===== src/rtl/acc_alu_seq_if.sv =====
// Operand/command and result/status bundle between the datapath operand
// sources (master) and the accumulator ALU (slave).
interface acc_alu_seq_if #(
   parameter int W = 16
) ();
   logic         start;
   logic [3:0]   opcode;
   logic [W-1:0] input1;
   logic [W-1:0] input2;
   logic [W-1:0] out;
   logic         busy;
   logic         done;
   logic         zero;
   logic         carry;
   logic         ovf;
   logic         dz;
   logic         illegal;

   modport master (
      output start, opcode, input1, input2,
      input  out, busy, done, zero, carry, ovf, dz, illegal
   );

   modport slave (
      input  start, opcode, input1, input2,
      output out, busy, done, zero, carry, ovf, dz, illegal
   );
endinterface


===== src/rtl/acc_alu_seq.sv =====
// W-bit accumulator ALU: one-cycle logic/add/sub, W-cycle shift-add MULT and
// restoring DIV, with start/busy/done handshake and registered status flags.
module acc_alu_seq #(
   parameter int W  = 16,
   parameter int CW = 6
) (
   input  logic         clk,
   input  logic         rst,
   acc_alu_seq_if.slave bus
);

   localparam logic [3:0] OP_NOOP  = 4'b0000;
   localparam logic [3:0] OP_ADD   = 4'b0001;
   localparam logic [3:0] OP_SUB   = 4'b0010;
   localparam logic [3:0] OP_MULT  = 4'b0011;
   localparam logic [3:0] OP_DIV   = 4'b0100;
   localparam logic [3:0] OP_AND   = 4'b0101;
   localparam logic [3:0] OP_OR    = 4'b0110;
   localparam logic [3:0] OP_XOR   = 4'b0111;
   localparam logic [3:0] OP_NOT   = 4'b1000;
   localparam logic [3:0] OP_RESET = 4'b1111;

   localparam logic [CW-1:0] LAST_ITER = CW'(W - 1);

   typedef enum logic [1:0] {
      ST_IDLE = 2'b00,
      ST_MUL  = 2'b01,
      ST_DIV  = 2'b10
   } state_t;

   state_t          state_q, state_d;
   logic [W-1:0]    acc_q, acc_d;
   logic [2*W-1:0]  prod_q, prod_d;
   logic [W-1:0]    opb_q, opb_d;
   logic [W-1:0]    mplr_q, mplr_d;
   logic [CW-1:0]   cnt_q, cnt_d;
   logic            done_q, done_d;
   logic            zero_q, zero_d;
   logic            carry_q, carry_d;
   logic            ovf_q, ovf_d;
   logic            dz_q, dz_d;
   logic            ill_q, ill_d;

   logic [W:0]      add_s;
   logic [W:0]      sub_s;
   logic [W:0]      mul_sum_s;
   logic [2*W-1:0]  mul_next_s;
   logic [W:0]      div_shift_s;
   logic [W:0]      div_diff_s;
   logic            div_ge_s;
   logic [W-1:0]    div_rem_s;
   logic [W-1:0]    div_quot_s;

   // Arithmetic for single-cycle ops and one iteration of each sequencer.
   // In DIV, prod_q holds {remainder, dividend/quotient shift register}.
   always_comb begin
      add_s       = {1'b0, bus.input1} + {1'b0, bus.input2};
      sub_s       = {1'b0, bus.input1} - {1'b0, bus.input2};
      mul_sum_s   = {1'b0, prod_q[2*W-1:W]} +
                    (mplr_q[0] ? {1'b0, opb_q} : {(W+1){1'b0}});
      mul_next_s  = {mul_sum_s, prod_q[W-1:1]};
      div_shift_s = {prod_q[2*W-1:W], prod_q[W-1]};
      div_diff_s  = div_shift_s - {1'b0, opb_q};
      div_ge_s    = ~div_diff_s[W];
      div_rem_s   = div_ge_s ? div_diff_s[W-1:0] : div_shift_s[W-1:0];
      div_quot_s  = {prod_q[W-2:0], div_ge_s};
   end

   // State and datapath registers; reset aborts any sequence in flight.
   always_ff @(posedge clk) begin
      if (rst) begin
         state_q <= ST_IDLE;
         acc_q   <= {W{1'b0}};
         prod_q  <= {(2*W){1'b0}};
         opb_q   <= {W{1'b0}};
         mplr_q  <= {W{1'b0}};
         cnt_q   <= {CW{1'b0}};
         done_q  <= 1'b0;
         zero_q  <= 1'b1;
         carry_q <= 1'b0;
         ovf_q   <= 1'b0;
         dz_q    <= 1'b0;
         ill_q   <= 1'b0;
      end else begin
         state_q <= state_d;
         acc_q   <= acc_d;
         prod_q  <= prod_d;
         opb_q   <= opb_d;
         mplr_q  <= mplr_d;
         cnt_q   <= cnt_d;
         done_q  <= done_d;
         zero_q  <= zero_d;
         carry_q <= carry_d;
         ovf_q   <= ovf_d;
         dz_q    <= dz_d;
         ill_q   <= ill_d;
      end
   end

   // Next-state: accept/decode in IDLE, iterate in MUL/DIV.
   always_comb begin
      state_d = state_q;
      acc_d   = acc_q;
      prod_d  = prod_q;
      opb_d   = opb_q;
      mplr_d  = mplr_q;
      cnt_d   = cnt_q;
      done_d  = 1'b0;
      carry_d = carry_q;
      ovf_d   = ovf_q;
      dz_d    = dz_q;
      ill_d   = ill_q;
      case (state_q)
         ST_IDLE: begin
            if (bus.start) begin
               done_d = 1'b1;
               dz_d   = 1'b0;
               ill_d  = 1'b0;
               case (bus.opcode)
                  OP_NOOP: begin
                     acc_d = acc_q;
                  end
                  OP_ADD: begin
                     acc_d   = add_s[W-1:0];
                     carry_d = add_s[W];
                     ovf_d   = 1'b0;
                  end
                  OP_SUB: begin
                     acc_d   = sub_s[W-1:0];
                     carry_d = sub_s[W];
                     ovf_d   = 1'b0;
                  end
                  OP_MULT: begin
                     state_d = ST_MUL;
                     done_d  = 1'b0;
                     prod_d  = {(2*W){1'b0}};
                     opb_d   = bus.input2;
                     mplr_d  = bus.input1;
                     cnt_d   = {CW{1'b0}};
                  end
                  OP_DIV: begin
                     if (bus.input2 == {W{1'b0}}) begin
                        acc_d   = {W{1'b1}};
                        dz_d    = 1'b1;
                        carry_d = 1'b0;
                        ovf_d   = 1'b0;
                     end else begin
                        state_d = ST_DIV;
                        done_d  = 1'b0;
                        prod_d  = {{W{1'b0}}, bus.input1};
                        opb_d   = bus.input2;
                        cnt_d   = {CW{1'b0}};
                     end
                  end
                  OP_AND: begin
                     acc_d   = bus.input1 & bus.input2;
                     carry_d = 1'b0;
                     ovf_d   = 1'b0;
                  end
                  OP_OR: begin
                     acc_d   = bus.input1 | bus.input2;
                     carry_d = 1'b0;
                     ovf_d   = 1'b0;
                  end
                  OP_XOR: begin
                     acc_d   = bus.input1 ^ bus.input2;
                     carry_d = 1'b0;
                     ovf_d   = 1'b0;
                  end
                  OP_NOT: begin
                     acc_d   = ~bus.input1;
                     carry_d = 1'b0;
                     ovf_d   = 1'b0;
                  end
                  OP_RESET: begin
                     acc_d   = {W{1'b0}};
                     carry_d = 1'b0;
                     ovf_d   = 1'b0;
                  end
                  default: begin
                     ill_d = 1'b1;
                  end
               endcase
            end else begin
               done_d = 1'b0;
            end
         end
         ST_MUL: begin
            prod_d = mul_next_s;
            mplr_d = {1'b0, mplr_q[W-1:1]};
            if (cnt_q == LAST_ITER) begin
               state_d = ST_IDLE;
               cnt_d   = {CW{1'b0}};
               acc_d   = mul_next_s[W-1:0];
               ovf_d   = |mul_next_s[2*W-1:W];
               carry_d = 1'b0;
               done_d  = 1'b1;
            end else begin
               cnt_d = cnt_q + {{(CW-1){1'b0}}, 1'b1};
            end
         end
         ST_DIV: begin
            prod_d = {div_rem_s, div_quot_s};
            if (cnt_q == LAST_ITER) begin
               state_d = ST_IDLE;
               cnt_d   = {CW{1'b0}};
               acc_d   = div_quot_s;
               ovf_d   = 1'b0;
               carry_d = 1'b0;
               done_d  = 1'b1;
            end else begin
               cnt_d = cnt_q + {{(CW-1){1'b0}}, 1'b1};
            end
         end
         default: begin
            state_d = ST_IDLE;
         end
      endcase
      zero_d = (acc_d == {W{1'b0}});
   end

   // Outputs come straight from registers.
   always_comb begin
      bus.out     = acc_q;
      bus.busy    = (state_q != ST_IDLE);
      bus.done    = done_q;
      bus.zero    = zero_q;
      bus.carry   = carry_q;
      bus.ovf     = ovf_q;
      bus.dz      = dz_q;
      bus.illegal = ill_q;
   end

endmodule


===== src/flat_wrapper.sv =====
// flat-port wrapper written by rule: the top's interface ports become plain ports
module acc_alu_seq_flat 
#(
   parameter int W  = 16,
   parameter int CW = 6
)
  (clk, rst, bus_start, bus_opcode, bus_input1, bus_input2, bus_out, bus_busy, bus_done, bus_zero, bus_carry, bus_ovf, bus_dz, bus_illegal);
  acc_alu_seq_if #(.W(W)) bus_i ();
  input  logic clk;
  input  logic rst;
  input wire logic [$bits(bus_i.start)-1:0] bus_start;
  input wire logic [$bits(bus_i.opcode)-1:0] bus_opcode;
  input wire logic [$bits(bus_i.input1)-1:0] bus_input1;
  input wire logic [$bits(bus_i.input2)-1:0] bus_input2;
  output wire logic [$bits(bus_i.out)-1:0] bus_out;
  output wire logic [$bits(bus_i.busy)-1:0] bus_busy;
  output wire logic [$bits(bus_i.done)-1:0] bus_done;
  output wire logic [$bits(bus_i.zero)-1:0] bus_zero;
  output wire logic [$bits(bus_i.carry)-1:0] bus_carry;
  output wire logic [$bits(bus_i.ovf)-1:0] bus_ovf;
  output wire logic [$bits(bus_i.dz)-1:0] bus_dz;
  output wire logic [$bits(bus_i.illegal)-1:0] bus_illegal;
  assign bus_i.start = bus_start;
  assign bus_i.opcode = bus_opcode;
  assign bus_i.input1 = bus_input1;
  assign bus_i.input2 = bus_input2;
  assign bus_out = bus_i.out;
  assign bus_busy = bus_i.busy;
  assign bus_done = bus_i.done;
  assign bus_zero = bus_i.zero;
  assign bus_carry = bus_i.carry;
  assign bus_ovf = bus_i.ovf;
  assign bus_dz = bus_i.dz;
  assign bus_illegal = bus_i.illegal;
  acc_alu_seq #(.W(W), .CW(CW)) u_core (.clk(clk), .rst(rst), .bus(bus_i));
endmodule

===== config.mk =====
export PLATFORM = sky130hd
export DESIGN_NAME = acc_alu_seq_flat
export DESIGN_NICKNAME = d
export VERILOG_FILES = /design/src/rtl/acc_alu_seq_if.sv /design/src/rtl/acc_alu_seq.sv /design/src/flat_wrapper.sv
export SDC_FILE = /design/constraint.sdc
export NUM_CORES = 1
export LEC_CHECK = 0
export BUFFER_PORTS_ARGS = -buffer_cell sky130_fd_sc_hd__buf_2
export CORE_MARGIN = 2
export CORE_UTILIZATION = 25
export CTS_BUF_LIST = sky130_fd_sc_hd__clkbuf_4
export DETAILED_ROUTE_END_ITERATION = 16
export PLACE_DENSITY = 0.5
export SETUP_SLACK_MARGIN = 0.02
export SYNTH_ARGS = -nofsm -noshare
export SYNTH_HDL_FRONTEND = slang
export SYNTH_SLANG_ARGS = --single-unit
export TNS_END_PERCENT = 20

===== constraint.sdc =====
create_clock -name clk -period 9.92 [get_ports clk]
set_input_delay 0.992 -clock clk [delete_from_list [all_inputs] [get_ports clk]]
set_output_delay 0.992 -clock clk [all_outputs]
set_load 0.03 [all_outputs]

==> key figures <==
Status
  – Status: finished, final reports clean

Route
  – Drt wl/cell: 21.2 µm
  – Wirelength, routed: 36,700 µm
  – Post-DR vias/cell: 5.62
  – DRT iter0 DRCs: 897
  – Antenna Violating Nets Remaining: 0
  – Total number of vias: 9,717
  – Drt pass-1 iters: 5
  – Residual DRC: 0

Layout
  – Layout cells sized above 1: 10.0%
  – Layout Nets: 1,384
  – Synth-to-layout area growth: 8.95%

Global route
  – Tot GR Track Use: 18.8%
  – Largest net degree at the start of global routing: 75
  – Vias in the first global route: 9,145
  – Congestion Overflow GR: 0
  – Initial antenna violation count: 3
  – First-pass GRT wire length: 56,300 µm

STA
  – Worst Tran Pin Value: 1290 ps
  – Final period util: 42.9%
  – Max Slew Vio Count: 0
  – Max-slew headroom: 14.1%
  – WHS: 468 ps
  – Tmin final: 4260 ps
  – Layout Skew: 23.7 ps
  – RSZ-0062 raised after global routing: no
  – Fmax: 0.235 GHz
  – Setup_tns: 0 ps
  – Final Hold Fails: 0
  – Setup-failing EPs final: 0

Setup path
  – Reg2Reg Depth: 13
  – Worst reg2reg endpoint: u_core.bus.ovf$_SDFFE_PP0P_
  – Worst R2R Start: u_core.mplr_q[0]$_SDFFE_PP0P_
  – CP arrival: 4720 ps
  – Crit path max fanout: 29
  – Crit end category: flop
  – Reg2Reg Setup Slack: 5700 ps
  – Crit Path Class: in -> reg
  – Required @ worst endpoint: 10,380 ps
  – Startpoint types: input pin

Flow run
  – Max-cap violations: 0

Synth
  – Share of synthesized registers carrying an async set or reset: 0%
  – Yosys top cell area share: 20.1%
  – Synth top area cells: dfxtp_1 (20%), ha_1 (12%), nor2_1 (5.9%), mux2i_1 (5.1%), o21ai_0 (4.3%)
  – Cells after Synth: 1,247
  – Post-Syn Area: 9350 µm²
  – Count leader, synth: nor2_1
  – Netlist cell types: 83
  – YS warnings: 0
  – Avg Cell Area, Syn: 7.50 µm²
  – Synth top cells by count: nor2_1 (146), dfxtp_1 (94), ha_1 (88)
  – Largest area contributor in the netlist: dfxtp_1
  – Register area share after synthesis: 20.1%
  – Post-Syn Nets: 1,378
  – EDFF count, synth: 0
  – Main synth FF type: dfxtp_1
  – Yosys reg bits: 94

Power and ir drop
  – Switching Fraction: 45.9%
  – Reg power frac: 37.7%
  – NetSw: 0.000542 W
  – Pint: 0.000639 W
  – VDD IR max: 0.0681 mV
  – Pwr dens: 116 nW/µm²
  – Combinational power share: 41.8%
  – Clk pwr share: 20.6%
  – Pleak: 4.15 nW

Floorplanning
  – FP Rows: 70
  – Die Span X: 197 µm
  – Initial Utilization: 25.5%
  – Die Ht: 197 µm
  – Die area: 39,000 µm²
  – Core Area: 36,700 µm²
  – Top Ports: 62

Clock tree
  – CTS Hold Buffers Added: 0
  – H-tree depth: 3
  – Clk buf depth: 2
  – TritonCTS clock tree: done
  – Reg clk slew, reported paths: 190 ps
  – PostCTS Resize Cnt: 0
  – Skew-Pair Late Insertion Delay: 530 ps
  – Root Buffer: clkbuf_4
  – Clk sink count: 94
  – Number of CTS-inserted buffers: 9
  – Setup bufs post-CTS: 0

Min path
  – Hold_sp: u_core.bus.illegal$_SDFFE_PP0P_
  – Tightest Hold Check Type: reg -> reg
  – Worst Hold End: u_core.bus.illegal$_SDFFE_PP0P_
  – Hold Path Cell Cnt: 2

Placement
  – RD Place Congestion: 0.895
  – Hpwl dp: 27,400 µm
  – Port bufs: 61
==> stage by stage <==
stage          setup WS [ps]  util, %  instance area (µm²)  total power, W  instances
6_report                5660     27.8                10200         0.00118       1730
5_1_grt                 5420     27.7                10200         0.00125       1728
4_1_cts                 5720     27.7                10200         0.00118       1726
3_5_place_dp            5260     27.3                10000        0.000937       1710
3_3_place_gp            5280     27.3                10000        0.000940       1710
2_1_floorplan           6340        -                 9350        0.000778       1247
==> worst max-delay path, stage by stage <==
cell,delay (ps)
buf_2,550
nand2b_1,630
or3_1,590
o32ai_1,140
mux2i_1,220
nand4_1,120
a211oi_1,350
o31ai_1,140
a2111oi_0,550
nand4b_1,170
o31ai_1,240
==> power by group through the flow <==
stage          Clock [W]  Combinational [W]  Sequential [W]
2_1_floorplan          0           0.000324        0.000453
3_3_place_gp           0           0.000488        0.000452
3_5_place_dp           0           0.000486        0.000451
4_1_cts         0.000247           0.000488        0.000444
5_1_grt         0.000258           0.000539        0.000448
6_report        0.000243           0.000493        0.000445
==> flip-flops by register name (all words and copies together), names as in the netlist, 2 cells and up <==
| name | count |
|---|---|
| u_core.mplr_q | 16 |
| u_core.opb_q | 16 |
| u_core.cnt_q | 6 |
| u_core.bus.out | 16 |
| u_core.prod_q | 32 |
| u_core.state_q | 2 |
==> cells in the final DEF (no fill, tap or decap), types with 14 or more instances in the layout <==
cell type | Yosys | routed
a211oi_1 | 29 | 29
a21o_1 | 16 | 16
a21oi_1 | 76 | 76
a221oi_1 | 19 | 19
a22o_1 | 18 | 18
a22oi_1 | 15 | 15
a31oi_1 | 17 | 17
and2_1 | 28 | 28
buf_2 | 17 | 61
dfxtp_1 | 94 | 94
ha_1 | 88 | 87
inv_1 | 80 | 80
mux2_2 | 14 | 14
mux2i_1 | 48 | 48
nand2_1 | 75 | 75
nand3_1 | 29 | 29
nor2_1 | 146 | 145
nor3_1 | 42 | 42
o21ai_0 | 80 | 79
o22ai_1 | 19 | 19
xnor2_1 | 21 | 21
==> logic make-up after synthesis <==
group	after synthesis	synth area share (%)
adder cells (fa/ha/maj)	92	12.6
AND/OR/NAND/NOR	413	21.6
buffers and inverters	159	6.65
AO/OA/AOI/OAI	396	29.0
multiplexers	64	7.31
flip-flops	94	20.1
XOR/XNOR	29	2.72
==> layer usage <==
metal / part of all wire [%] / track usage, % / up-vias / wire [µm]
met1: 47 / 26.6 / 4708 / 17300
met5: 0 / 0 / - / 0
met3: 5.8 / 2.37 / 68 / 2140
li1: - / - / 4603 / -
met4: 3.8 / 7.74 / 0 / 1390
met2: 43 / 28.8 / 338 / 15900
==> final cells by class <==
type / count / area, µm²
Clock buffer: 9 / 67.6
Timing Repair Buffer: 73 / 395
Multi-Input combinational cell: 994 / 6860
Sequential cell: 94 / 1880
Fill cell: 3955 / 26500
Inverter: 81 / 304
Tap cell: 468 / 586
Antenna cell: 4 / 10.0
Clock inverter: 7 / 80.1
==> how the worst max path moves through the flow <==
stage                                  startpoint                           to  slack, ps  depth (start not counted)
detailed placement                  bus_opcode[0]   u_core.bus.zero$_SDFF_PP1_       5260                         11
floorplan                           bus_input2[1]   u_core.bus.zero$_SDFF_PP1_       6340                         12
global placement                    bus_opcode[0]   u_core.bus.zero$_SDFF_PP1_       5280                         11
global route                        bus_opcode[0]   u_core.bus.zero$_SDFF_PP1_       5420                         11
finish                              bus_opcode[0]   u_core.bus.zero$_SDFF_PP1_       5660                         11
CTS                 u_core.mplr_q[0]$_SDFFE_PP0P_  u_core.bus.ovf$_SDFFE_PP0P_       5720                         13
Note: power is estimated with default switching activity, not from simulation.
